## config.mk

```make
export PLATFORM = sky130hd
export DESIGN_NAME = vga_colpack_flat
export DESIGN_NICKNAME = d
export VERILOG_FILES = /design/src/rtl/vga_colpack_pkg.sv /design/src/rtl/vga_colpack_if.sv /design/src/rtl/vga_colpack_bytes.sv /design/src/rtl/vga_colpack.sv /design/src/flat_wrapper.sv
export SDC_FILE = /design/constraint.sdc
export NUM_CORES = 1
export LEC_CHECK = 0
export ABC_AREA = 1
export CAP_MARGIN = 25
export CORE_MARGIN = 2
export CORE_UTILIZATION = 50
export DETAILED_ROUTE_END_ITERATION = 7
export DONT_BUFFER_PORTS = 1
export GPL_ROUTABILITY_DRIVEN = 0
export HOLD_SLACK_MARGIN = 0.15
export PLACE_DENSITY = 0.73
export REMOVE_ABC_BUFFERS = 1
export SLEW_MARGIN = 25
export SYNTH_ARGS = -nofsm -noshare
export SYNTH_HDL_FRONTEND = slang
export SYNTH_HIERARCHICAL = 1
export SYNTH_SLANG_ARGS = --single-unit
```

## constraint.sdc

```tcl
create_clock -name clk -period 2.5 [get_ports clk]
set_clock_uncertainty 0.05 [all_clocks]
set_input_delay 0.375 -clock clk [delete_from_list [all_inputs] [get_ports clk]]
set_output_delay 0.375 -clock clk [all_outputs]
set_load 0.1 [all_outputs]
```

## src/rtl/vga_colpack_pkg.sv

```systemverilog
// vga_colpack_pkg
//   Shared definitions for the video-capture pixel packer: colour-depth
//   codes, packer FSM state encoding and the bytes-per-pixel helper.
package vga_colpack_pkg;

    // ColorDepth codes; 2'b11 is treated the same as 24bpp.
    localparam logic [1:0] CD_8BPP  = 2'b00;
    localparam logic [1:0] CD_16BPP = 2'b01;
    localparam logic [1:0] CD_24BPP = 2'b10;

    typedef enum logic [1:0] {
        IDLE  = 2'd0,
        RUN   = 2'd1,
        FLUSH = 2'd2,
        DRAIN = 2'd3
    } state_e;

    // Number of bytes one pixel contributes to the packed stream.
    function automatic logic [1:0] bytes_per_pixel(input logic [1:0] cd);
        case (cd)
            CD_8BPP:  return 2'd1;
            CD_16BPP: return 2'd2;
            default:  return 2'd3;
        endcase
    endfunction

endpackage

```

## src/rtl/vga_colpack_if.sv

```systemverilog
// vga_colpack_if
//   Pixel-stream handshake and pixel-buffer FIFO write port of the packer.
//   master : capture-side environment (drives pixels, reports FIFO full)
//   slave  : the packer (acknowledges pixels, writes packed words)
//   Signals:
//     rgb_valid / rgb_ack     pixel handshake, transfer = valid & ack
//     R, G, B                 pixel colour
//     pixel_buffer_full       FIFO full
//     pixel_buffer_wreq       FIFO write strobe
//     pixel_buffer_do         FIFO write data
interface vga_colpack_if;
    logic        rgb_valid;
    logic        rgb_ack;
    logic [7:0]  R;
    logic [7:0]  G;
    logic [7:0]  B;
    logic        pixel_buffer_full;
    logic        pixel_buffer_wreq;
    logic [31:0] pixel_buffer_do;

    modport master (
        output rgb_valid, R, G, B, pixel_buffer_full,
        input  rgb_ack, pixel_buffer_wreq, pixel_buffer_do
    );

    modport slave (
        input  rgb_valid, R, G, B, pixel_buffer_full,
        output rgb_ack, pixel_buffer_wreq, pixel_buffer_do
    );
endinterface

```

## src/rtl/vga_colpack_bytes.sv

```systemverilog
// vga_colpack_bytes
//   Combinational pixel formatter. Turns one RGB pixel into its byte
//   sequence for the selected colour depth, first byte in [23:16], unused
//   trailing bytes zero.
//   Ports:
//     i_color_depth  colour-depth code
//     i_r/i_g/i_b    pixel colour
//     o_bytes        left-aligned byte vector (up to 3 bytes)
//     o_nb           number of valid bytes (1..3)
module vga_colpack_bytes
    import vga_colpack_pkg::*;
(
    input  logic [1:0]  i_color_depth,
    input  logic [7:0]  i_r,
    input  logic [7:0]  i_g,
    input  logic [7:0]  i_b,
    output logic [23:0] o_bytes,
    output logic [1:0]  o_nb
);

    always_comb begin
        o_nb = bytes_per_pixel(i_color_depth);
        case (i_color_depth)
            // Grey input: R carries the luminance.
            CD_8BPP:  o_bytes = {i_r, 16'h0000};
            // RGB565 by truncation, high byte first.
            CD_16BPP: o_bytes = {i_r[7:3], i_g[7:5], i_g[4:2], i_b[7:3], 8'h00};
            default:  o_bytes = {i_r, i_g, i_b};
        endcase
    end

endmodule

```

## src/rtl/vga_colpack.sv

```systemverilog
// vga_colpack
//   Pixel packer for the video-capture path. Accepts one pixel per
//   handshake, packs the byte stream into 32-bit words (first byte in
//   [31:24]) and writes them to the pixel buffer FIFO. frame_end flushes a
//   partial word zero-padded; ctrl_ven low discards everything.
//   Ports:
//     clk, nrst        clock, asynchronous active-low reset
//     ctrl_ven         video enable, low = synchronous clear
//     ColorDepth       00=8bpp, 01=16bpp, 1x=24bpp
//     frame_end        single-cycle pulse, flush partial word
//     busy             partial bytes held, word pending or flush running
//     pix              pixel handshake and FIFO write port (slave side)
module vga_colpack
    import vga_colpack_pkg::*;
(
    input  logic          clk,
    input  logic          nrst,
    input  logic          ctrl_ven,
    input  logic [1:0]    ColorDepth,
    input  logic          frame_end,
    output logic          busy,
    vga_colpack_if.slave  pix
);

    state_e      r_state, w_state_nxt;
    logic [1:0]  r_bcnt,  w_bcnt_nxt;
    logic [23:0] r_acc,   w_acc_nxt;    // held bytes, left-aligned, rest zero
    logic [31:0] r_hold,  w_hold_nxt;
    logic        r_hvld,  w_hvld_nxt;

    logic [23:0] w_pix_bytes;
    logic [1:0]  w_nb;
    logic        w_ack;
    logic        w_xfer;
    logic        w_wr;
    logic [2:0]  w_total;
    logic [47:0] w_cat;

    vga_colpack_bytes u_bytes (
        .i_color_depth (ColorDepth),
        .i_r           (pix.R),
        .i_g           (pix.G),
        .i_b           (pix.B),
        .o_bytes       (w_pix_bytes),
        .o_nb          (w_nb)
    );

    assign w_wr    = r_hvld & ~pix.pixel_buffer_full;
    // A pending word that is being written this cycle frees hold, so a
    // pixel can still be taken: this keeps one pixel/cycle throughput.
    assign w_ack   = (r_state == RUN) & ~frame_end & (~r_hvld | ~pix.pixel_buffer_full);
    assign w_xfer  = pix.rgb_valid & w_ack;
    assign w_total = {1'b0, r_bcnt} + {1'b0, w_nb};

    // Held bytes followed directly by the new pixel bytes. Because unused
    // accumulator bytes are kept zero, OR-ing in the shifted pixel is enough.
    assign w_cat   = {r_acc, 24'h000000} | ({w_pix_bytes, 24'h000000} >> {r_bcnt, 3'b000});

    // NOTE: every always_comb output gets its default first so that no path
    // leaves a value unassigned, which would infer a latch.
    always_comb begin
        w_state_nxt = r_state;
        w_bcnt_nxt  = r_bcnt;
        w_acc_nxt   = r_acc;
        w_hold_nxt  = r_hold;
        w_hvld_nxt  = r_hvld & ~w_wr;

        case (r_state)
            IDLE: begin
                if (ctrl_ven) w_state_nxt = RUN;
            end
            RUN: begin
                if (frame_end) begin
                    w_state_nxt = FLUSH;
                end else if (w_xfer) begin
                    // bcnt+nb never exceeds 6, so the low two bits are the
                    // remaining count in both the full-word and append cases.
                    w_bcnt_nxt = w_total[1:0];
                    if (w_total[2]) begin
                        w_hold_nxt = w_cat[47:16];
                        w_hvld_nxt = 1'b1;
                        w_acc_nxt  = {w_cat[15:0], 8'h00};
                    end else begin
                        w_acc_nxt  = w_cat[47:24];
                    end
                end
            end
            FLUSH: begin
                if (!r_hvld) begin
                    if (r_bcnt != 2'd0) begin
                        w_hold_nxt = {r_acc, 8'h00};
                        w_hvld_nxt = 1'b1;
                        w_acc_nxt  = '0;
                        w_bcnt_nxt = '0;
                    end
                    w_state_nxt = DRAIN;
                end
            end
            DRAIN: begin
                if (!r_hvld) w_state_nxt = RUN;
            end
            default: w_state_nxt = IDLE;
        endcase

        // Disable wins over everything, including a mid-frame partial word.
        if (!ctrl_ven) begin
            w_state_nxt = IDLE;
            w_bcnt_nxt  = '0;
            w_acc_nxt   = '0;
            w_hold_nxt  = '0;
            w_hvld_nxt  = 1'b0;
        end
    end

    // NOTE: sequential state is updated with non-blocking assignments so all
    // registers sample their next values from the same pre-edge state.
    always_ff @(posedge clk or negedge nrst) begin
        if (!nrst) begin
            r_state <= IDLE;
            r_bcnt  <= '0;
            r_acc   <= '0;
            r_hold  <= '0;
            r_hvld  <= 1'b0;
        end else begin
            r_state <= w_state_nxt;
            r_bcnt  <= w_bcnt_nxt;
            r_acc   <= w_acc_nxt;
            r_hold  <= w_hold_nxt;
            r_hvld  <= w_hvld_nxt;
        end
    end

    assign pix.rgb_ack           = w_ack;
    assign pix.pixel_buffer_wreq = w_wr;
    assign pix.pixel_buffer_do   = r_hold;
    assign busy = (r_bcnt != 2'd0) | r_hvld | (r_state == FLUSH) | (r_state == DRAIN);

endmodule

```

## src/flat_wrapper.sv

```systemverilog
// flat-port wrapper written by rule: the top's interface ports become plain ports
module vga_colpack_flat import vga_colpack_pkg::*;
  (clk, nrst, ctrl_ven, ColorDepth, frame_end, busy, pix_rgb_valid, pix_R, pix_G, pix_B, pix_pixel_buffer_full, pix_rgb_ack, pix_pixel_buffer_wreq, pix_pixel_buffer_do);
  vga_colpack_if pix_i ();
  input  logic clk;
  input  logic nrst;
  input  logic ctrl_ven;
  input  logic [1:0] ColorDepth;
  input  logic frame_end;
  output logic busy;
  input wire logic [$bits(pix_i.rgb_valid)-1:0] pix_rgb_valid;
  input wire logic [$bits(pix_i.R)-1:0] pix_R;
  input wire logic [$bits(pix_i.G)-1:0] pix_G;
  input wire logic [$bits(pix_i.B)-1:0] pix_B;
  input wire logic [$bits(pix_i.pixel_buffer_full)-1:0] pix_pixel_buffer_full;
  output wire logic [$bits(pix_i.rgb_ack)-1:0] pix_rgb_ack;
  output wire logic [$bits(pix_i.pixel_buffer_wreq)-1:0] pix_pixel_buffer_wreq;
  output wire logic [$bits(pix_i.pixel_buffer_do)-1:0] pix_pixel_buffer_do;
  assign pix_i.rgb_valid = pix_rgb_valid;
  assign pix_i.R = pix_R;
  assign pix_i.G = pix_G;
  assign pix_i.B = pix_B;
  assign pix_i.pixel_buffer_full = pix_pixel_buffer_full;
  assign pix_rgb_ack = pix_i.rgb_ack;
  assign pix_pixel_buffer_wreq = pix_i.pixel_buffer_wreq;
  assign pix_pixel_buffer_do = pix_i.pixel_buffer_do;
  vga_colpack u_core (.clk(clk), .nrst(nrst), .ctrl_ven(ctrl_ven), .ColorDepth(ColorDepth), .frame_end(frame_end), .busy(busy), .pix(pix_i));
endmodule
```

# Word-level counts from Yosys, hierarchy flattened
# Cells that the tools add are included.
# totals
ff_bits,61
out_inout_bits,35
# classes
n_addsub,1
eq_ne,12
shifts,1
mux,34
n_bitwise,14
n_reduce_logical,6
# op_table
cell,count
2-to-1 mux 32 bit,6
2-to-1 mux 24 bit,6
case mux 32 bit (2 select lines),1
OR 48 bit,1
case mux 24 bit (2 select lines),1
>> shifter 48 x 5 -> 48 bit,1
case mux 19 bit (2 select lines),1
2-to-1 mux 2 bit,9
inequality test 3 bit (second input constant),4
inequality test 3 x 2 -> 1 bit (second input constant),3
case mux 2 bit (2 select lines),2
case mux 2 bit (4 select lines),1
2-to-1 mux 1 bit,6
AND reduction 6 bit,1
AND 1 bit,5
AND reduction 5 bit,1
== test 2 x 1 -> 1 bit (second input constant),2
== test 2 bit (second input constant),2
logical NOT 2 bit,2
NOT 1 bit,4
OR 1 bit,4
adder 2 x 2 -> 3 bit,1
inequality test 3 x 1 -> 1 bit (second input constant),1
AND reduction 3 bit,1
2 further kinds,2

# Longest topological paths before layout
# logic_depth
depth_word,9
mapped_depth,13
ltp_nobuf,11

# By module
# Netlist, hierarchy kept.
# by_module_without_submodules
mod,n_inst,cells_per_inst,area_each_um2
vga_colpack,1,536,3791.1
vga_colpack_bytes,1,61,301.5

# Worst setup path after synthesis
# Ideal clock, no wire load.
# synth_timing
path_kind,register to output
start,reg u_core.r_state[1]
end,out pix_rgb_ack
t_arrival_ps,2785
t_required_ps,2075
path_slack_ps,-710
path_stages_with_launch,5
path_buffers,0
path_cell_list,dfrtp_1 > inv_1 > ha_1 > inv_2 > nor3_1
# synth_via
elab_chain_cells,3
# synth_rtl
element,line_no,rtl
"start, declared",vga_colpack.sv:25,"state_e r_state, w_state_nxt;"
"start signal, assigned",vga_colpack.sv:125,r_state <= w_state_nxt;
== test 2 x 1 -> 1 bit,vga_colpack.sv:51,assign w_ack = (r_state == RUN) & ~frame_end & (~r_hvld | ~pix.pixel_buffer_full);
AND 1 bit (2 in a row),vga_colpack.sv:51,
"end, declared",flat_wrapper.sv:16,output wire logic [$bits(pix_i.rgb_ack)-1:0] pix_rgb_ack;
# No other way between the ends.

# Worst setup path in the final report
# Ends and elaborated chain as after synthesis.

==> results.md <==
- Outcome: completed
- Most area-hungry cell type in the Yosys netlist: dfrtp_1
- Total Routing Usage GR: roughly a quarter
- Final ANT Viol Nets: 0
- Initial antenna violation count: 0
- CP required: approximately 2.1 ns
- H-tree levels: 3
- Vias in the first global route: 3935
- Fin nets: 622
- Critical path depth: 5
- Post-synthesis simple-gate area fraction: between 30% and 40%
- Crit path buf inv count: 3
- Pre-Repair DR Iteration Count: 7
- CP peak stage delay: 0.41 ns
- RSZ-0062 raised after global routing: no
- Min Tclk post-route: 2.17 ns
- CTS tree: yes
- Sequential share of power: between 40% and 50%
- Max Cap Viol: 0
- Crit path max-delay cell type: dfrtp_1
- Comb pwr share: 39.4%
- Fillers: 767
- Slew HR: 38.4%
- Cells along the critical path: inv_1 > ha_1 > inv_2 > nor3_2 > buf_16
- Switching part of the total: 60.3%
- Core area: a little under 8000 um2
- Total power draw: around 0.0067 W
- Most frequent cell after synthesis: nand2_1
- Cts bufs inserted: 9
- Seq/Total Area, Yosys: 37.3%
- Largest family of logic cells by synthesized area: simple AND/OR/NAND/NOR gates
- Yosys warnings: 6
- Global-route wire length before repair: 18.3 mm
- Die area: 8920 um2
- Register Area: about 1500 um2
- Post-DP HPWL: 7.31 mm
- Port bufs: 0
- Via count: 3920
- Yosys top cell area share: 37.3%
- Synth async-reset ratio: 100%
- Cell Area, Synth: 4090 um2
- #FFs+latches synth: 61
- DIE HEIGHT: approximately 94 um
- CP max FO: 5
- Syn Area/Cell: 6.86 um2
- Worst Setup End Kind: primary output
- WS Path Type: reg2out
- GRT overflow: 0
- Dominant delay contributor by cell family on the critical path: buffers and inverters
- DRC viols: 0
- Wirelength, routed: 10.8 mm
- Multiplexer area fraction after synthesis: 0%
- FF-to-FF path depth: 10
- Clock Path Buffers: 2
- Share of cells above drive strength 1: 10.2%
- P_sw: 0.00406 W
- Tightest Hold Check Type: in2reg
- Fin. Hold Viols: 0
- Pre-CTS setup slack: 0.374 ns
- Initial core utilization: around 52%
- ANT cells: 0
- Cell types occupying the most area after synthesis: dfrtp_1 (37%), nand2_1 (19%), nand3_1 (8.3%)
- Clk pwr share: between 10% and 20%
- Ys flop type: dfrtp_1
- FMAX: 461 MHz
- CTS clk-pin slew, worst paths: 0.07 ns
- Vias/cell: 5.67
- Clk Latency, worst-skew pair: approximately 0.35 ns
- Synth Area in Compound Gates: 10.5%
- Reg2reg setup slack: 0.37 ns
- Commonest cells in the synthesized netlist: nand2_1 (203), nand3_1 (68), dfrtp_1 (61)
- CTS Root Buffer Type: clkbuf_8
- Mapped Cells: about 600
- PwrDens: 1540 nW/um2
- P_leak: 2.26 nW
- Multi-input gate area: 2050 um2
- Final period util: 86.8%
- Worst-margin pin slew: slightly above 0.9 ns
- Critical path data arrival time: 1.75 ns
- Max-slew violation count: 0
- Synth Area in Adders: 2.02%
- Drt wl/cell: 15.7 um
- Num rows: 32
- Core Util, Final: 55.6%
- Setup total negative slack: 0 ns
- CTS resizes: 0
- Largest net degree at the start of global routing: 62
- Num ports: 67
- Clk sinks: 61
- Worst Hold Path Cells: 2
- Count of different cell masters after synthesis: 31
- Chip Width: 94.5 um
- EDFF count, synth: 0
- Int Pwr: 0.00266 W
- Startpoint Class: register
- Setup ws final: about 0.33 ns
- VDD IR max: roughly 0.95 mV
- Initial DRC Count: 284
- Area Overhead vs Synth: 6.60%
- # setup viols final: 0
- Synth Area in XOR/XNOR: 0%
repair_timing:
item / CTS / global route
buffers inserted: 0 / 0
hold buffers: 3 / 0
endpoints found under the hold margin: 87 / 0
layer usage:
layer | part of all wire (%) | up-vias | wire (um) | global-route usage, %
met4 | 2.7 | 0 | 291 | 12.7
met1 | 42 | 1841 | 4540 | 31.3
li1 | - | 1888 | - | -
met3 | 7.0 | 31 | 754 | 6.23
met5 | 0 | - | 0 | 0
met2 | 48 | 160 | 5230 | 44.1
state kept, by name (all words and copies together) (netlist names):
signal	cells
u_core/pix.pixel_buffer_do	32
u_core/r_acc	24
u_core/r_state	2
u_core/r_hvld	1
u_core/r_bcnt	2
final cells by class:
class                   count  area share, %
clock buffers               9           2.84
clock inverters             7           1.75
inverters                  65           5.76
multi-input cells         428           47.0
flip-flops and latches     61           35.0
well taps                 102           2.93
repair buffers             19           4.76
layout by cell type, fill, tap and decap left out, types with 9 or more instances in the layout:
master and instances:
a21oi_1 35, buf_4 13, clkbuf_8 9, dfrtp_1 61
inv_1 58, nand2_1 203, nand3_1 68, nand4_1 24
nor2_1 20, o21ai_0 29, o21ai_1 14
power groups by stage:
stage | Clock (W) | Sequential [W] | Combinational (W)
floorplan | 0 | 0.00323 | 0.00178
global placement | 0 | 0.00319 | 0.00252
global route | 0.000965 | 0.00322 | 0.00301
detailed placement | 0 | 0.00320 | 0.00259
finish | 0.000897 | 0.00317 | 0.00265
CTS | 0.000916 | 0.00318 | 0.00263
cell families (layout without fill, tap and decap cells):
family,count (synthesis),after routing
AND/OR/NAND/NOR,339,339
buffers and inverters,108,100
AO/OA/AOI/OAI,83,83
flip-flops,61,61
adder cells (fa/ha/maj),6,6
per-stage QoR:
| step | cells | cell area, um2 | hold slack [ns] |
|---|---|---|---|
| finish | 691 | 4360 | 0.160 |
| global route | 691 | 4360 | 0.168 |
| CTS | 691 | 4370 | 0.159 |
| detailed placement | 672 | 4120 | 0.0307 |
| global placement | 672 | 4120 | 0.0309 |
| floorplan | 554 | 3820 | 0.0294 |
final timing paths:
path | startpoint | to
min in group asynchronous | nrst | u_core/pix.pixel_buffer_do[29]
max in group asynchronous | nrst | u_core/r_acc[12]
worst min register to register | u_core/r_acc[12] | u_core/r_acc[12]
worst max register to register | u_core/r_state[1] | u_core/pix.pixel_buffer_do[28]
worst min-delay path | ctrl_ven | u_core/r_acc[16]
worst max-delay path | u_core/r_state[1] | pix_rgb_ack
worst reg2reg max path, cell delays in order (launching register included):
cell,delay (ns)
dfrtp_1,0.41
inv_1,0.11
ha_1,0.26
inv_2,0.09
nor2_1,0.12
nand3_2,0.11
nand2_4,0.23
nand4_4,0.21
buf_12,0.24
nand2_1,0.08
o21ai_0,0.11
(Power assumes the default switching activity.)
